## src/rtl/vx_exec_commit_arb_pkg.sv

```systemverilog
// Shared types and width helpers for the execute-stage commit merger.
package vx_exec_commit_arb_pkg;

  localparam int unsigned DefaultDataW = 64;

  // Commit packet as seen at the merged commit port (default width).
  typedef logic [DefaultDataW-1:0] commit_pkt_t;

  // Unit index width, at least one bit even for a single unit.
  function automatic int unsigned calc_unitw(int unsigned num_units);
    return (num_units > 1) ? $clog2(num_units) : 1;
  endfunction

  // Counter width able to hold 0..max_inflight inclusive.
  function automatic int unsigned calc_cntw(int unsigned max_inflight);
    return $clog2(max_inflight + 1);
  endfunction

endpackage

```

## src/rtl/vx_commit_skid_fifo.sv

```systemverilog
// Per-unit commit buffer: small circular FIFO, no empty bypass.
module vx_commit_skid_fifo
  import vx_exec_commit_arb_pkg::*;
#(
  parameter int unsigned DATAW     = 64,
  parameter int unsigned BUF_DEPTH = 2
) (
  input  logic             clk,
  input  logic             reset,
  input  logic             push_i,
  input  logic             pop_i,
  input  logic [DATAW-1:0] data_i,
  output logic [DATAW-1:0] data_o,
  output logic             empty_o,
  output logic             full_o,
  output logic             empty_next_o
);

  localparam int unsigned PtrW = $clog2(BUF_DEPTH);
  localparam int unsigned CntW = $clog2(BUF_DEPTH + 1);

  logic [DATAW-1:0] mem_q [BUF_DEPTH];
  logic [PtrW-1:0]  wr_ptr_q, wr_ptr_d;
  logic [PtrW-1:0]  rd_ptr_q, rd_ptr_d;
  logic [CntW-1:0]  count_q, count_d;
  logic             do_push, do_pop;

  // Occupancy flags, handshakes and next-state pointers; pointers wrap naturally.
  always_comb begin
    empty_o  = (count_q == '0);
    full_o   = (count_q == CntW'(BUF_DEPTH));
    do_pop   = pop_i && !empty_o;
    // A full buffer may still accept when the head leaves in the same cycle.
    do_push  = push_i && (!full_o || do_pop);
    wr_ptr_d = wr_ptr_q;
    rd_ptr_d = rd_ptr_q;
    count_d  = count_q;
    if (do_push) wr_ptr_d = wr_ptr_q + PtrW'(1);
    if (do_pop)  rd_ptr_d = rd_ptr_q + PtrW'(1);
    if (do_push && !do_pop)      count_d = count_q + CntW'(1);
    else if (!do_push && do_pop) count_d = count_q - CntW'(1);
    empty_next_o = (count_d == '0);
    data_o       = mem_q[rd_ptr_q];
  end

  // Pointer and occupancy state.
  always_ff @(posedge clk) begin
    if (reset) begin
      wr_ptr_q <= '0;
      rd_ptr_q <= '0;
      count_q  <= '0;
    end else begin
      wr_ptr_q <= wr_ptr_d;
      rd_ptr_q <= rd_ptr_d;
      count_q  <= count_d;
    end
  end

  // Payload storage; contents are don't-care while unoccupied, so no reset.
  always_ff @(posedge clk) begin
    if (do_push) mem_q[wr_ptr_q] <= data_i;
  end

endmodule

```

## src/rtl/vx_exec_commit_arb.sv

```systemverilog
// Execute-stage commit merger: per-unit skid buffers, round-robin merge into
// one registered commit port, and per-unit in-flight tracking that throttles
// dispatch credit.
module vx_exec_commit_arb
  import vx_exec_commit_arb_pkg::*;
#(
  parameter int unsigned NUM_UNITS    = 4,
  parameter int unsigned DATAW        = 64,
  parameter int unsigned BUF_DEPTH    = 2,
  parameter int unsigned MAX_INFLIGHT = 8,
  localparam int unsigned UNITW       = calc_unitw(NUM_UNITS),
  localparam int unsigned CNTW        = calc_cntw(MAX_INFLIGHT)
) (
  input  logic                        clk,
  input  logic                        reset,
  input  logic [NUM_UNITS-1:0]        disp_valid_in,
  output logic [NUM_UNITS-1:0]        disp_ready_out,
  input  logic [NUM_UNITS-1:0]        unit_commit_valid_in,
  input  logic [NUM_UNITS*DATAW-1:0]  unit_commit_data_in,
  output logic [NUM_UNITS-1:0]        unit_commit_ready_out,
  output logic                        commit_valid_out,
  output logic [DATAW-1:0]            commit_data_out,
  output logic [UNITW-1:0]            commit_unit_out,
  input  logic                        commit_ready_in,
  output logic [NUM_UNITS*CNTW-1:0]   inflight_out,
  output logic                        idle_out
);

  logic [NUM_UNITS-1:0] buf_push, buf_pop, buf_empty, buf_full, buf_empty_next;
  logic [DATAW-1:0]     buf_data [NUM_UNITS];
  logic [NUM_UNITS-1:0] disp_fire, out_fire;
  logic [CNTW-1:0]      cnt_q [NUM_UNITS];
  logic [CNTW-1:0]      cnt_d [NUM_UNITS];
  logic [UNITW-1:0]     rr_ptr_q, rr_ptr_d;
  logic                 out_valid_q, out_valid_d;
  logic [DATAW-1:0]     out_data_q, out_data_d;
  logic [UNITW-1:0]     out_unit_q, out_unit_d;
  logic                 idle_q, idle_d;
  logic                 arb_en, win_found;
  logic [UNITW-1:0]     win_idx;
  logic [DATAW-1:0]     win_data;

  for (genvar u = 0; u < NUM_UNITS; u++) begin : g_unit
    vx_commit_skid_fifo #(
      .DATAW     (DATAW),
      .BUF_DEPTH (BUF_DEPTH)
    ) u_fifo (
      .clk          (clk),
      .reset        (reset),
      .push_i       (buf_push[u]),
      .pop_i        (buf_pop[u]),
      .data_i       (unit_commit_data_in[u*DATAW +: DATAW]),
      .data_o       (buf_data[u]),
      .empty_o      (buf_empty[u]),
      .full_o       (buf_full[u]),
      .empty_next_o (buf_empty_next[u])
    );
  end

  // Per-unit handshakes; both credit outputs are forced low while in reset.
  always_comb begin
    for (int u = 0; u < NUM_UNITS; u++) begin
      unit_commit_ready_out[u] = !reset && !buf_full[u];
      buf_push[u]              = unit_commit_valid_in[u] && unit_commit_ready_out[u];
      disp_ready_out[u]        = !reset && (cnt_q[u] < CNTW'(MAX_INFLIGHT));
      disp_fire[u]             = disp_valid_in[u] && disp_ready_out[u];
      out_fire[u]              = out_valid_q && commit_ready_in && (out_unit_q == UNITW'(u));
    end
  end

  // Round-robin pick: first non-empty buffer at or after rr_ptr, then wrap.
  always_comb begin
    arb_en    = !out_valid_q || commit_ready_in;
    win_found = 1'b0;
    win_idx   = '0;
    win_data  = '0;
    for (int u = 0; u < NUM_UNITS; u++) begin
      if (!win_found && !buf_empty[u] && (u >= int'(rr_ptr_q))) begin
        win_found = 1'b1;
        win_idx   = UNITW'(u);
        win_data  = buf_data[u];
      end
    end
    for (int u = 0; u < NUM_UNITS; u++) begin
      if (!win_found && !buf_empty[u]) begin
        win_found = 1'b1;
        win_idx   = UNITW'(u);
        win_data  = buf_data[u];
      end
    end
    for (int u = 0; u < NUM_UNITS; u++) begin
      buf_pop[u] = arb_en && win_found && (win_idx == UNITW'(u));
    end
  end

  // Output register, pointer, counter and idle next-state.
  always_comb begin
    rr_ptr_d    = rr_ptr_q;
    out_valid_d = out_valid_q;
    out_data_d  = out_data_q;
    out_unit_d  = out_unit_q;
    if (arb_en) begin
      if (win_found) begin
        out_valid_d = 1'b1;
        out_data_d  = win_data;
        out_unit_d  = win_idx;
        rr_ptr_d    = (32'(win_idx) == NUM_UNITS - 1) ? '0 : win_idx + UNITW'(1);
      end else begin
        // Slot drained with nothing behind it; data is left as-is.
        out_valid_d = 1'b0;
      end
    end
    idle_d = !out_valid_d;
    for (int u = 0; u < NUM_UNITS; u++) begin
      cnt_d[u] = cnt_q[u];
      if (disp_fire[u] && !out_fire[u]) begin
        cnt_d[u] = cnt_q[u] + CNTW'(1);
      end else if (!disp_fire[u] && out_fire[u] && (cnt_q[u] != '0)) begin
        cnt_d[u] = cnt_q[u] - CNTW'(1);
      end
      if ((cnt_d[u] != '0) || !buf_empty_next[u]) idle_d = 1'b0;
    end
  end

  // State registers with synchronous reset.
  always_ff @(posedge clk) begin
    if (reset) begin
      rr_ptr_q    <= '0;
      out_valid_q <= 1'b0;
      out_data_q  <= '0;
      out_unit_q  <= '0;
      idle_q      <= 1'b1;
      for (int u = 0; u < NUM_UNITS; u++) cnt_q[u] <= '0;
    end else begin
      rr_ptr_q    <= rr_ptr_d;
      out_valid_q <= out_valid_d;
      out_data_q  <= out_data_d;
      out_unit_q  <= out_unit_d;
      idle_q      <= idle_d;
      for (int u = 0; u < NUM_UNITS; u++) cnt_q[u] <= cnt_d[u];
    end
  end

  // A commit from a unit with nothing in flight means the unit broke protocol.
  always_ff @(posedge clk) begin
    if (!reset) begin
      for (int u = 0; u < NUM_UNITS; u++) begin
        assert (!(out_fire[u] && !disp_fire[u] && (cnt_q[u] == '0)));
      end
    end
  end

  // Drive outputs from registered state.
  always_comb begin
    commit_valid_out = out_valid_q;
    commit_data_out  = out_data_q;
    commit_unit_out  = out_unit_q;
    idle_out         = idle_q;
    inflight_out     = '0;
    for (int u = 0; u < NUM_UNITS; u++) inflight_out[u*CNTW +: CNTW] = cnt_q[u];
  end

endmodule

```

## config.mk

```make
export PLATFORM = sky130hd
export DESIGN_NAME = vx_exec_commit_arb
export DESIGN_NICKNAME = d
export VERILOG_FILES = /design/src/rtl/vx_exec_commit_arb_pkg.sv /design/src/rtl/vx_commit_skid_fifo.sv /design/src/rtl/vx_exec_commit_arb.sv
export SDC_FILE = /design/constraint.sdc
export NUM_CORES = 1
export LEC_CHECK = 0
export BUFFER_PORTS_ARGS = -buffer_cell sky130_fd_sc_hd__buf_4
export CORE_MARGIN = 2
export CORE_UTILIZATION = 35
export CTS_CLUSTER_SIZE = 25
export DETAILED_ROUTE_END_ITERATION = 6
export SLEW_MARGIN = 20
export SYNTH_ARGS = -nofsm -noshare
export SYNTH_HDL_FRONTEND = slang
export SYNTH_SLANG_ARGS = --single-unit
```

## constraint.sdc

```tcl
create_clock -name clk -period 13.9 [get_ports clk]
set_input_delay 2.085 -clock clk [delete_from_list [all_inputs] [get_ports clk]]
set_output_delay 2.085 -clock clk [all_outputs]
set_load 0.005 [all_outputs]
```

==> impl_metrics.py, run 1 <==
metrics = {
    "route": {
        "via_per_inst": 5.23,
        "ant_nets": 0,
        "vias": 15700,
        "route.detailed.drc": 0,
        "totalWireLength_um": 68900,
        "dr.pass1.iters": 5,
        "wl_per_cell_um": 23.0,
        "drt_iter0_markers": 1304,
    },
    "clock_network": {
        "cts_resized": 0,
        "clock-sinks": 618,
        "h-tree-depth": 3,
        "clock_latency_ns": 0.60,
        "hold_buffers": 0,
        "cts_tree": "done",
        "clk_pin_slew_ns": 0.05,
        "cts_buffers": 69,
        "post-cts-setup-buffers": 0,
        "ctsLongestPathBuffers": 3,
        "clockRootBuffer": "clkbuf_16",
    },
    "synthesis": {
        "ys.warnings.count": 0,
        "syn_avg_cell_area_um2": 15.0,
        "synthArstFlopShare_pct": 0,
        "synth-simple-area-share_pct": 5.15,
        "synth-edff-count": 512,
        "yosysMostFrequentCell": "edfxtp_1",
        "post-synth-top-area-fraction_pct": 62.4,
        "syn-cell-area_um2": 24600,
        "yosysUniqueCellTypes": 70,
        "synth_xor_xnor_area_share_pct": 0.746,
        "synthFlopType": "edfxtp_1",
        "synthAdderAreaFrac_pct": 0.914,
        "muxShareOfSynthArea_pct": 10.9,
        "synthCells": 1648,
        "synth_top_family_by_area": "multiplexers",
        "synth_top_area_cell": "edfxtp_1",
        "synthTopCellsByArea": "edfxtp_1 62%, dfxtp_1 8.6%, mux2i_1 7.1%, mux2_2 3.8%, nor2_1 1.9%",
        "yosysSeqAreaShare_pct": 71.0,
        "yosys-top-cells-count": "512 x edfxtp_1, 175 x mux2i_1, 124 x nor2_1, 106 x dfxtp_1, 87 x a21oi_1",
        "syn_nets": 1933,
        "synth_compound_area_share_pct": 9.25,
        "ys_ff_latch": 618,
    },
    "sta": {
        "finClkSkew_ns": 0.0198,
        "fmax_mhz": 185,
        "tns_ns": 0,
        "tightestPinTransition_ns": 1.13,
        "grt_setup_unrepaired": "false",
        "hold_violations": 0,
        "finalSetupViolCount": 0,
        "period_needed_ns": 5.41,
        "min_period_over_period_pct": 38.9,
        "slew_viol_final": 0,
        "max_slew_margin_pct": 24.4,
    },
    "setup_path": {
        "end_kind": "output port",
        "slowest_delay_ns": 0.54,
        "cp-start-kind": "input port",
        "slowest_stage": "buf_4",
        "cpLargestDelayFamily": "buffers and inverters",
        "crit_top_cell": "buf_4",
        "worst-endpoint-arrival_ns": 3.32,
        "crit_type": "input port to output port",
        "path_buf_inv": 3,
        "worst-path-max-fanout": 42,
        "path_cells": "buf_4 -> buf_4 -> nor2_1 -> buf_4",
        "required_ns": 11.81,
    },
    "floorplan": {
        "die_w_um": 269,
        "design.die.area_um2": 72500,
        "start_util_pct": 35.2,
        "die_h_um": 269,
        "boundaryPins": 359,
        "rows": 97,
        "core_um2": 69900,
    },
    "grt": {
        "grt_pass1_vias": 15900,
        "grt_max_degree": 93,
        "grt_overflow": 0,
        "antenna_found_initial": 15,
        "grt_usage_pct": 18.6,
        "grt_pass1_wl_um": 101000,
    },
    "worst_hold_path": {
        "hold_class": "flop to flop",
    },
    "run_status": {
        "run_status": "complete, no violations",
    },
    "job": {
        "maxCapViolations": 0,
    },
    "final_layout": {
        "drive_above_1_share_pct": 28.9,
        "syn_to_final_growth_pct": 24.0,
        "stdcell_count": 2994,
        "fin_nets": 2281,
    },
    "placement": {
        "dp_cells": 2865,
        "dp_hpwl_um": 43100,
        "globalplace.congestion": 0.840,
        "portBuffers": 358,
    },
    "pwr": {
        "p_leak_nw": 10.5,
        "ir_drop_uv": 262,
        "powerDensity_nw_per_um2": 186,
    },
}
-- cell type report --
type	instances	area (µm²)
Fill cell	6324	39400
Sequential cell	618	17500
Multi-Input combinational cell	906	6740
Timing Repair Buffer	380	2910
Clock buffer	93	1900
Tap cell	940	1180
Clock inverter	29	225
Inverter	21	78.8
Antenna cell	7	17.5
-- layer usage --
metal / part of all wire (%) / wire [µm] / vias up / global-route usage, %
li1: - / - / 7139 / -
met1: 43 / 29400 / 7819 / 24.3
met2: 48 / 33100 / 561 / 30.6
met4: 2.6 / 1800 / 14 / 6.42
met5: 0.13 / 87 / - / 0
met3: 6.5 / 4490 / 124 / 4.02
-- path summary, 6_finish.rpt --
path | start | end | slack, ns | depth (start not counted)
setup / recovery | reset | unit_commit_ready_out[3] | 8.49 | 4
hold / removal | g_unit[1].u_fifo.rd_ptr_q$_SDFFE_PP0P_ | g_unit[1].u_fifo.rd_ptr_q$_SDFFE_PP0P_ | 0.50 | 2
setup reg to reg | g_unit[0].u_fifo.count_q[0]$_SDFF_PP0_ | commit_data_out[0]$_SDFFE_PP0N_ | 10.51 | 10
hold reg to reg | g_unit[1].u_fifo.rd_ptr_q$_SDFFE_PP0P_ | g_unit[1].u_fifo.rd_ptr_q$_SDFFE_PP0P_ | 0.50 | 2
-- logic make-up after synthesis --
logic type,Yosys count
DFF,618
AOI/OAI and AO/OA,353
muxes,258
and+or+nand+nor,256
buffers and inverters,124
xor gates and xnor gates,21
adders and majority gates,18
-- placed cells by master, fill, tap and decap left out, types with 20 or more instances in the layout --
master and n:
a2111oi_0 46, nand2_1 36, a221oi_1 20, edfxtp_1 512
mux2_2 83, o22ai_1 70, o21ai_0 73, buf_4 375
a21oi_1 86, nor2_1 119, mux2i_1 175, dfxtp_1 102
clkbuf_16 71
-- stage by stage --
stage | power (mW) | utilization (%) | hold WS, ns | setup slack, ns | area, µm²
after global routing | 5.97 | 43.7 | 0.526 | 8.40 | 30600
after floorplan | 3.36 | - | 0.472 | 7.92 | 24600
final | 5.67 | 43.7 | 0.503 | 8.49 | 30600
after global placement | 3.94 | 40.5 | 0.486 | 8.53 | 28300
after detailed placement | 3.98 | 40.6 | 0.487 | 8.51 | 28400
after CTS | 5.72 | 43.7 | 0.504 | 8.51 | 30500
-- power by group --
group	switching, mW	total [mW]	internal, mW
logic	0.968	1.58	0.615
registers	0.140	2.36	2.22
clock network	0.711	1.72	1.01
total	1.82	5.67	3.85
-- flip-flops by register name (all words and copies together) (netlist names), named ones only --
| register | count |
|---|---|
| commit_data_out | 64 |
| g_unit.u_fifo.count_q | 8 |
| g_unit.u_fifo.rd_ptr_q | 4 |
| cnt_q | 16 |
| g_unit.u_fifo.wr_ptr_q | 4 |
| idle_out | 1 |
| rr_ptr_q | 2 |
| commit_unit_out | 2 |
| g_unit.u_fifo.mem_q | 512 |
| commit_valid_out | 1 |
-- worst min-delay path, delay by kind of cell (launching register included) --
kind,cells,cell delay (ns)
flip-flops,1,0.32
XOR/XNOR,1,0.08
AND/OR/NAND/NOR,1,0.07
Power figures use the tool's default switching activity.
==> run 2: changes to the inputs <==
==> constraint.sdc (replaced) <==
create_clock -name clk -period 5.3 [get_ports clk]
set_input_delay 0.795 -clock clk [delete_from_list [all_inputs] [get_ports clk]]
set_output_delay 0.795 -clock clk [all_outputs]
set_load 0.005 [all_outputs]
==> impl_metrics.py, run 2 (synthesized netlist as in run 1, its figures left out) <==
metrics = {
    "sta": {
        "period_needed_ns": 3.45,
        "grt_setup_unrepaired": "false",
        "fmax_mhz": 290,
        "finClkSkew_ns": 0.0253,
        "tightestPinTransition_ns": 1.04,
        "tns_ns": 0,
        "min_period_over_period_pct": 65.1,
        "finalSetupViolCount": 0,
        "hold_violations": 0,
        "fin_ws_ns": 1.85,
        "slew_viol_final": 0,
        "max_slew_margin_pct": 30.6,
    },
    "placement": {
        "pre_cts_ws_ns": 1.76,
        "globalplace.congestion": 0.811,
        "dp_hpwl_um": 44700,
        "portBuffers": 358,
        "place_area_um2": 28400,
    },
    "setup_path": {
        "r2r-start": "g_unit[2].u_fifo.count_q[0]$_SDFF_PP0_",
        "cpLargestDelayFamily": "simple AND/OR/NAND/NOR gates",
        "startpoint": "g_unit[2].u_fifo.count_q[0]$_SDFF_PP0_",
        "path_buf_inv": 2,
        "worst-path-max-fanout": 45,
        "end_kind": "flop",
        "slowest_delay_ns": 0.75,
        "path_cells": "inv_1 -> ha_1 -> nor2_2 -> or3_1 -> and2_2 -> buf_4 -> o22ai_1 -> a2111oi_0 -> nor2_1",
        "worst-endpoint-arrival_ns": 3.91,
        "slowest_stage": "or3_1",
        "required_ns": 5.76,
        "crit_type": "flop to flop",
        "cp-start-kind": "flop",
    },
    "grt": {
        "grt_max_degree": 93,
        "grt_pass1_vias": 16000,
        "grt_overflow": 0,
        "grt_pass1_wl_um": 101000,
        "antenna_found_initial": 14,
        "grt_usage_pct": 18.5,
    },
    "final_layout": {
        "largest_register_ffs": 512,
        "multi_input_area_um2": 6750,
        "fin_nets": 2278,
        "drive_above_1_share_pct": 29.2,
        "utilization_pct": 44.1,
        "final_cell_mix": "512 x edfxtp_1, 371 x buf_4, 175 x mux2i_1",
        "nFillCells": 6268,
        "seq_area_um2": 17500,
        "syn_to_final_growth_pct": 25.0,
        "largest_register": "g_unit.u_fifo.mem_q",
        "final_common_cell": "edfxtp_1",
        "final_area_um2": 30800,
    },
    "pwr": {
        "powerDensity_nw_per_um2": 493,
        "ir_drop_uv": 311,
        "p_leak_nw": 10.6,
        "p_total_mw": 15.2,
    },
    "clock_network": {
        "cts_tree": "done",
        "clockRootBuffer": "clkbuf_16",
        "ctsLongestPathBuffers": 3,
        "post-cts-setup-buffers": 0,
        "clk_pin_slew_ns": 0.06,
        "clock_latency_ns": 0.60,
        "clock-sinks": 618,
        "h-tree-depth": 3,
        "hold_buffers": 0,
        "cts_resized": 0,
        "cts_buffers": 69,
    },
    "job": {
        "maxCapViolations": 0,
    },
    "floorplan": {
        "rows": 97,
        "boundaryPins": 359,
        "die_w_um": 269,
        "die_h_um": 269,
        "design.die.area_um2": 72500,
        "core_um2": 69900,
        "start_util_pct": 35.2,
    },
    "route": {
        "dr.pass1.iters": 5,
        "via_per_inst": 5.20,
        "route.detailed.drc": 0,
        "vias": 15600,
        "wl_per_cell_um": 22.9,
        "drt_iter0_markers": 1117,
        "totalWireLength_um": 68800,
        "ant_nets": 0,
    },
    "run_status": {
        "run_status": "complete, no violations",
    },
    "worst_hold_path": {
        "hp-start": "unit_commit_data_in[96]",
        "hold_class": "input port to flop",
    },
}
-- run 2: path summary, 6_finish.rpt --
kind / end / slack (ns) / cells past startpoint
setup / recovery: commit_data_out[44]$_SDFFE_PP0N_ / 1.85 / 9
hold / removal: g_unit[1].u_fifo.mem_q[0][32]$_DFFE_PP_ / 0.38 / 1
setup reg to reg: commit_data_out[44]$_SDFFE_PP0N_ / 1.85 / 9
hold reg to reg: g_unit[1].u_fifo.rd_ptr_q$_SDFFE_PP0P_ / 0.50 / 2
-- run 2: report_power, final --
| group | internal [mW] | leakage (nW) | switching, mW |
|---|---|---|---|
| clock network | 3.00 | 1.15 | 1.92 |
| logic | 1.62 | 3.89 | 2.43 |
| registers | 5.83 | 5.57 | 0.401 |
-- run 2: per-stage QoR --
step,cells,hold slack (ns)
2_1_floorplan,1648,0.472
3_3_place_gp,2860,0.484
3_5_place_dp,2860,0.487
4_1_cts,2988,0.341
5_1_grt,2996,0.357
6_report,3000,0.378
-- run 2: layer usage --
metal / share of wire [%] / global-route usage [%]
met3: 6.4 / 4.26
met4: 2.9 / 6.74
met5: 0.10 / 0
met1: 42 / 23.6
met2: 48 / 30.7
-- run 2: final cells by class --
cell class / count / area share (%)
Tap cell: 940 / 3.82
Clock buffer: 99 / 6.54
Clock inverter: 29 / 1.13
Inverter: 21 / 0.256
Antenna cell: 10 / 0.0812
Timing Repair Buffer: 377 / 9.43
Multi-Input combinational cell: 906 / 21.9
Sequential cell: 618 / 56.8
==> run 3: changes to the inputs <==
--- a/config.mk
+++ b/config.mk
@@ -5,6 +5,7 @@
 export SDC_FILE = /design/constraint.sdc
 export NUM_CORES = 1
 export LEC_CHECK = 0
+export ABC_AREA = 1
 export BUFFER_PORTS_ARGS = -buffer_cell sky130_fd_sc_hd__buf_4
 export CORE_MARGIN = 2
 export CORE_UTILIZATION = 35
==> constraint.sdc (replaced) <==
create_clock -name clk -period 3.59 [get_ports clk]
set_input_delay 0.5385 -clock clk [delete_from_list [all_inputs] [get_ports clk]]
set_output_delay 0.5385 -clock clk [all_outputs]
set_load 0.005 [all_outputs]
==> impl_metrics.py, run 3 <==
metrics = {
    "sta": {
        "hold_violations": 0,
        "min_period_over_period_pct": 88.1,
        "period_needed_ns": 3.16,
        "finClkSkew_ns": 0.0372,
        "tightestPinTransition_ns": 1.10,
        "fin_ws_ns": 0.427,
        "fmax_mhz": 316,
        "finalSetupViolCount": 0,
        "tns_ns": 0,
        "slew_viol_final": 0,
        "grt_setup_unrepaired": "false",
        "max_slew_margin_pct": 27.0,
    },
    "route": {
        "dr.pass1.iters": 5,
        "route.detailed.drc": 0,
        "drt_iter0_markers": 1608,
        "wl_per_cell_um": 22.0,
        "totalWireLength_um": 79200,
        "vias": 18500,
        "via_per_inst": 5.13,
        "ant_nets": 0,
    },
    "setup_path": {
        "end_kind": "flop",
        "r2r-start": "g_unit[0].u_fifo.count_q[0]$_SDFF_PP0_",
        "worst-path-max-fanout": 7,
        "ff2ff_setup_slack_ns": 0.43,
        "worst-endpoint-arrival_ns": 3.69,
        "crit_type": "flop to flop",
        "reg2reg_to": "idle_out$_SDFF_PP1_",
        "cp-start-kind": "flop",
        "r2r_cells": 23,
        "required_ns": 4.12,
    },
    "worst_hold_path": {
        "hp-start": "unit_commit_data_in[68]",
        "hold_class": "input port to flop",
        "hold_end": "g_unit[1].u_fifo.mem_q[1][4]$_DFFE_PP_",
        "min_path_cells": 1,
    },
    "job": {
        "maxCapViolations": 0,
    },
    "synthesis": {
        "synthFlopType": "edfxtp_1",
        "synth_compound_area_share_pct": 7.26,
        "post-synth-top-area-fraction_pct": 59.2,
        "synthAdderAreaFrac_pct": 0.867,
        "synthCells": 2207,
        "ys_ff_latch": 618,
        "muxShareOfSynthArea_pct": 6.68,
        "ys.warnings.count": 0,
        "synthTopCellsByArea": "edfxtp_1 59%, dfxtp_1 8.2%, nand2_1 6.9%, mux2i_1 3.8%, nor2_1 3.3%",
        "yosysMostFrequentCell": "edfxtp_1",
        "syn_avg_cell_area_um2": 11.8,
        "synth_top_area_cell": "edfxtp_1",
        "synth-edff-count": 512,
        "syn-cell-area_um2": 26000,
        "synth_top_family_by_area": "simple AND/OR/NAND/NOR gates",
        "synthArstFlopShare_pct": 0,
        "synth_xor_xnor_area_share_pct": 0.236,
        "yosysUniqueCellTypes": 43,
        "synth-simple-area-share_pct": 13.2,
        "yosys-top-cells-count": "512 x edfxtp_1, 476 x nand2_1, 226 x nor2_1, 152 x inv_1, 106 x dfxtp_1",
        "yosysSeqAreaShare_pct": 67.4,
        "syn_nets": 2492,
    },
    "final_layout": {
        "utilization_pct": 44.1,
        "drive_above_1_share_pct": 23.7,
        "syn_to_final_growth_pct": 24.2,
        "fin_nets": 2854,
        "final_cell_mix": "512 x edfxtp_1, 476 x nand2_1, 392 x buf_4",
        "final_common_cell": "edfxtp_1",
        "largest_register": "g_unit.u_fifo.mem_q",
        "largest_register_ffs": 512,
        "final_area_um2": 32300,
    },
    "clock_network": {
        "clock-sinks": 618,
        "cts_tree": "done",
        "cts_resized": 0,
        "clk_pin_slew_ns": 0.06,
        "clock_latency_ns": 0.63,
        "cts_buffers": 72,
        "post-cts-setup-buffers": 0,
        "hold_buffers": 0,
        "h-tree-depth": 3,
        "ctsLongestPathBuffers": 3,
        "clockRootBuffer": "clkbuf_16",
    },
    "grt": {
        "grt_usage_pct": 20.3,
        "grt_max_degree": 71,
        "grt_pass1_vias": 18800,
        "antenna_found_initial": 12,
        "grt_pass1_wl_um": 117000,
        "grt_overflow": 0,
    },
    "placement": {
        "pre_cts_ws_ns": 0.341,
        "portBuffers": 358,
        "dp_hpwl_um": 50300,
        "globalplace.congestion": 0.847,
        "place_area_um2": 29800,
    },
    "floorplan": {
        "design.die.area_um2": 76400,
        "rows": 99,
        "die_h_um": 276,
        "die_w_um": 276,
        "start_util_pct": 35.5,
        "boundaryPins": 359,
        "core_um2": 73200,
    },
    "pwr": {
        "p_leak_nw": 12.4,
        "ir_drop_uv": 403,
        "powerDensity_nw_per_um2": 752,
    },
    "run_status": {
        "run_status": "complete, no violations",
    },
}
-- run 3: worst max-delay path by stage --
stage / from / to / slack, ns / cells after the start
global route: g_unit[1].u_fifo.count_q[0]$_SDFF_PP0_ / idle_out$_SDFF_PP1_ / 0.05 / 21
detailed placement: g_unit[0].u_fifo.count_q[0]$_SDFF_PP0_ / idle_out$_SDFF_PP1_ / 0.34 / 23
global placement: g_unit[0].u_fifo.count_q[0]$_SDFF_PP0_ / idle_out$_SDFF_PP1_ / 0.60 / 23
CTS: g_unit[0].u_fifo.count_q[0]$_SDFF_PP0_ / idle_out$_SDFF_PP1_ / 0.31 / 23
finish: g_unit[0].u_fifo.count_q[0]$_SDFF_PP0_ / idle_out$_SDFF_PP1_ / 0.43 / 23
floorplan: reset / g_unit[1].u_fifo.mem_q[1][0]$_DFFE_PP_ / 0.43 / 4
-- run 3: worst max-delay path: stages (launching register included) --
cell	delay (ns)
dfxtp_1	0.31
inv_1	0.11
ha_2	0.34
nor2_2	0.07
nand2_2	0.14
nand2_2	0.10
nor2_4	0.15
nand4_4	0.11
nand2_2	0.16
ha_1	0.20
nand2_1	0.06
nor2_1	0.27
nand2_1	0.14
nand2_1	0.12
nor2_1	0.05
nor2_1	0.12
nand3_1	0.08
nor2_1	0.11
nand3_1	0.08
nor2_1	0.10
nand4_1	0.08
nor2_1	0.09
nand2_1	0.06
nand2_1	0.05
-- run 3: cell families after synthesis --
kind of cell,after synthesis
AOI/OAI and AO/OA,286
buffers and inverters,273
and+or+nand+nor,840
DFF,618
muxes,165
adders and majority gates,18
xor gates and xnor gates,7
-- run 3: area by class of cell --
cell class,instances,area [µm²]
diodes,8,20.0
clock buffers,101,2030
clock inverters,33,409
fillers,6644,40900
inverters,163,616
multi-input cells,1316,7420
flip-flops and latches,618,17500
well taps,959,1200
repair buffers,398,3060
-- run 3: metal layers --
metal | wire length, µm | global-route usage, %
met3 | 5320 | 3.74
met1 | 32200 | 24.9
met2 | 39000 | 35.0
met4 | 2670 | 8.94
met5 | 48 | 0
-- run 3: report_power, final --
| part | internal (mW) | leakage (nW) | switching [mW] | total, mW |
|---|---|---|---|---|
| clock | 4.50 | 1.20 | 2.96 | 7.46 |
| sequential | 8.54 | 5.57 | 0.544 | 9.08 |
| combinational | 2.78 | 5.68 | 4.96 | 7.74 |
-- run 3: per-stage QoR --
stage                     hold WS (ns)  instances  total power, mW
after CTS                       0.0572       3588             24.4
after global placement           0.431       3454             16.7
after detailed placement         0.444       3454             16.9
after floorplan                  0.426       2207             14.1
after global routing            0.0718       3596             25.6
final                           0.0954       3596             24.3
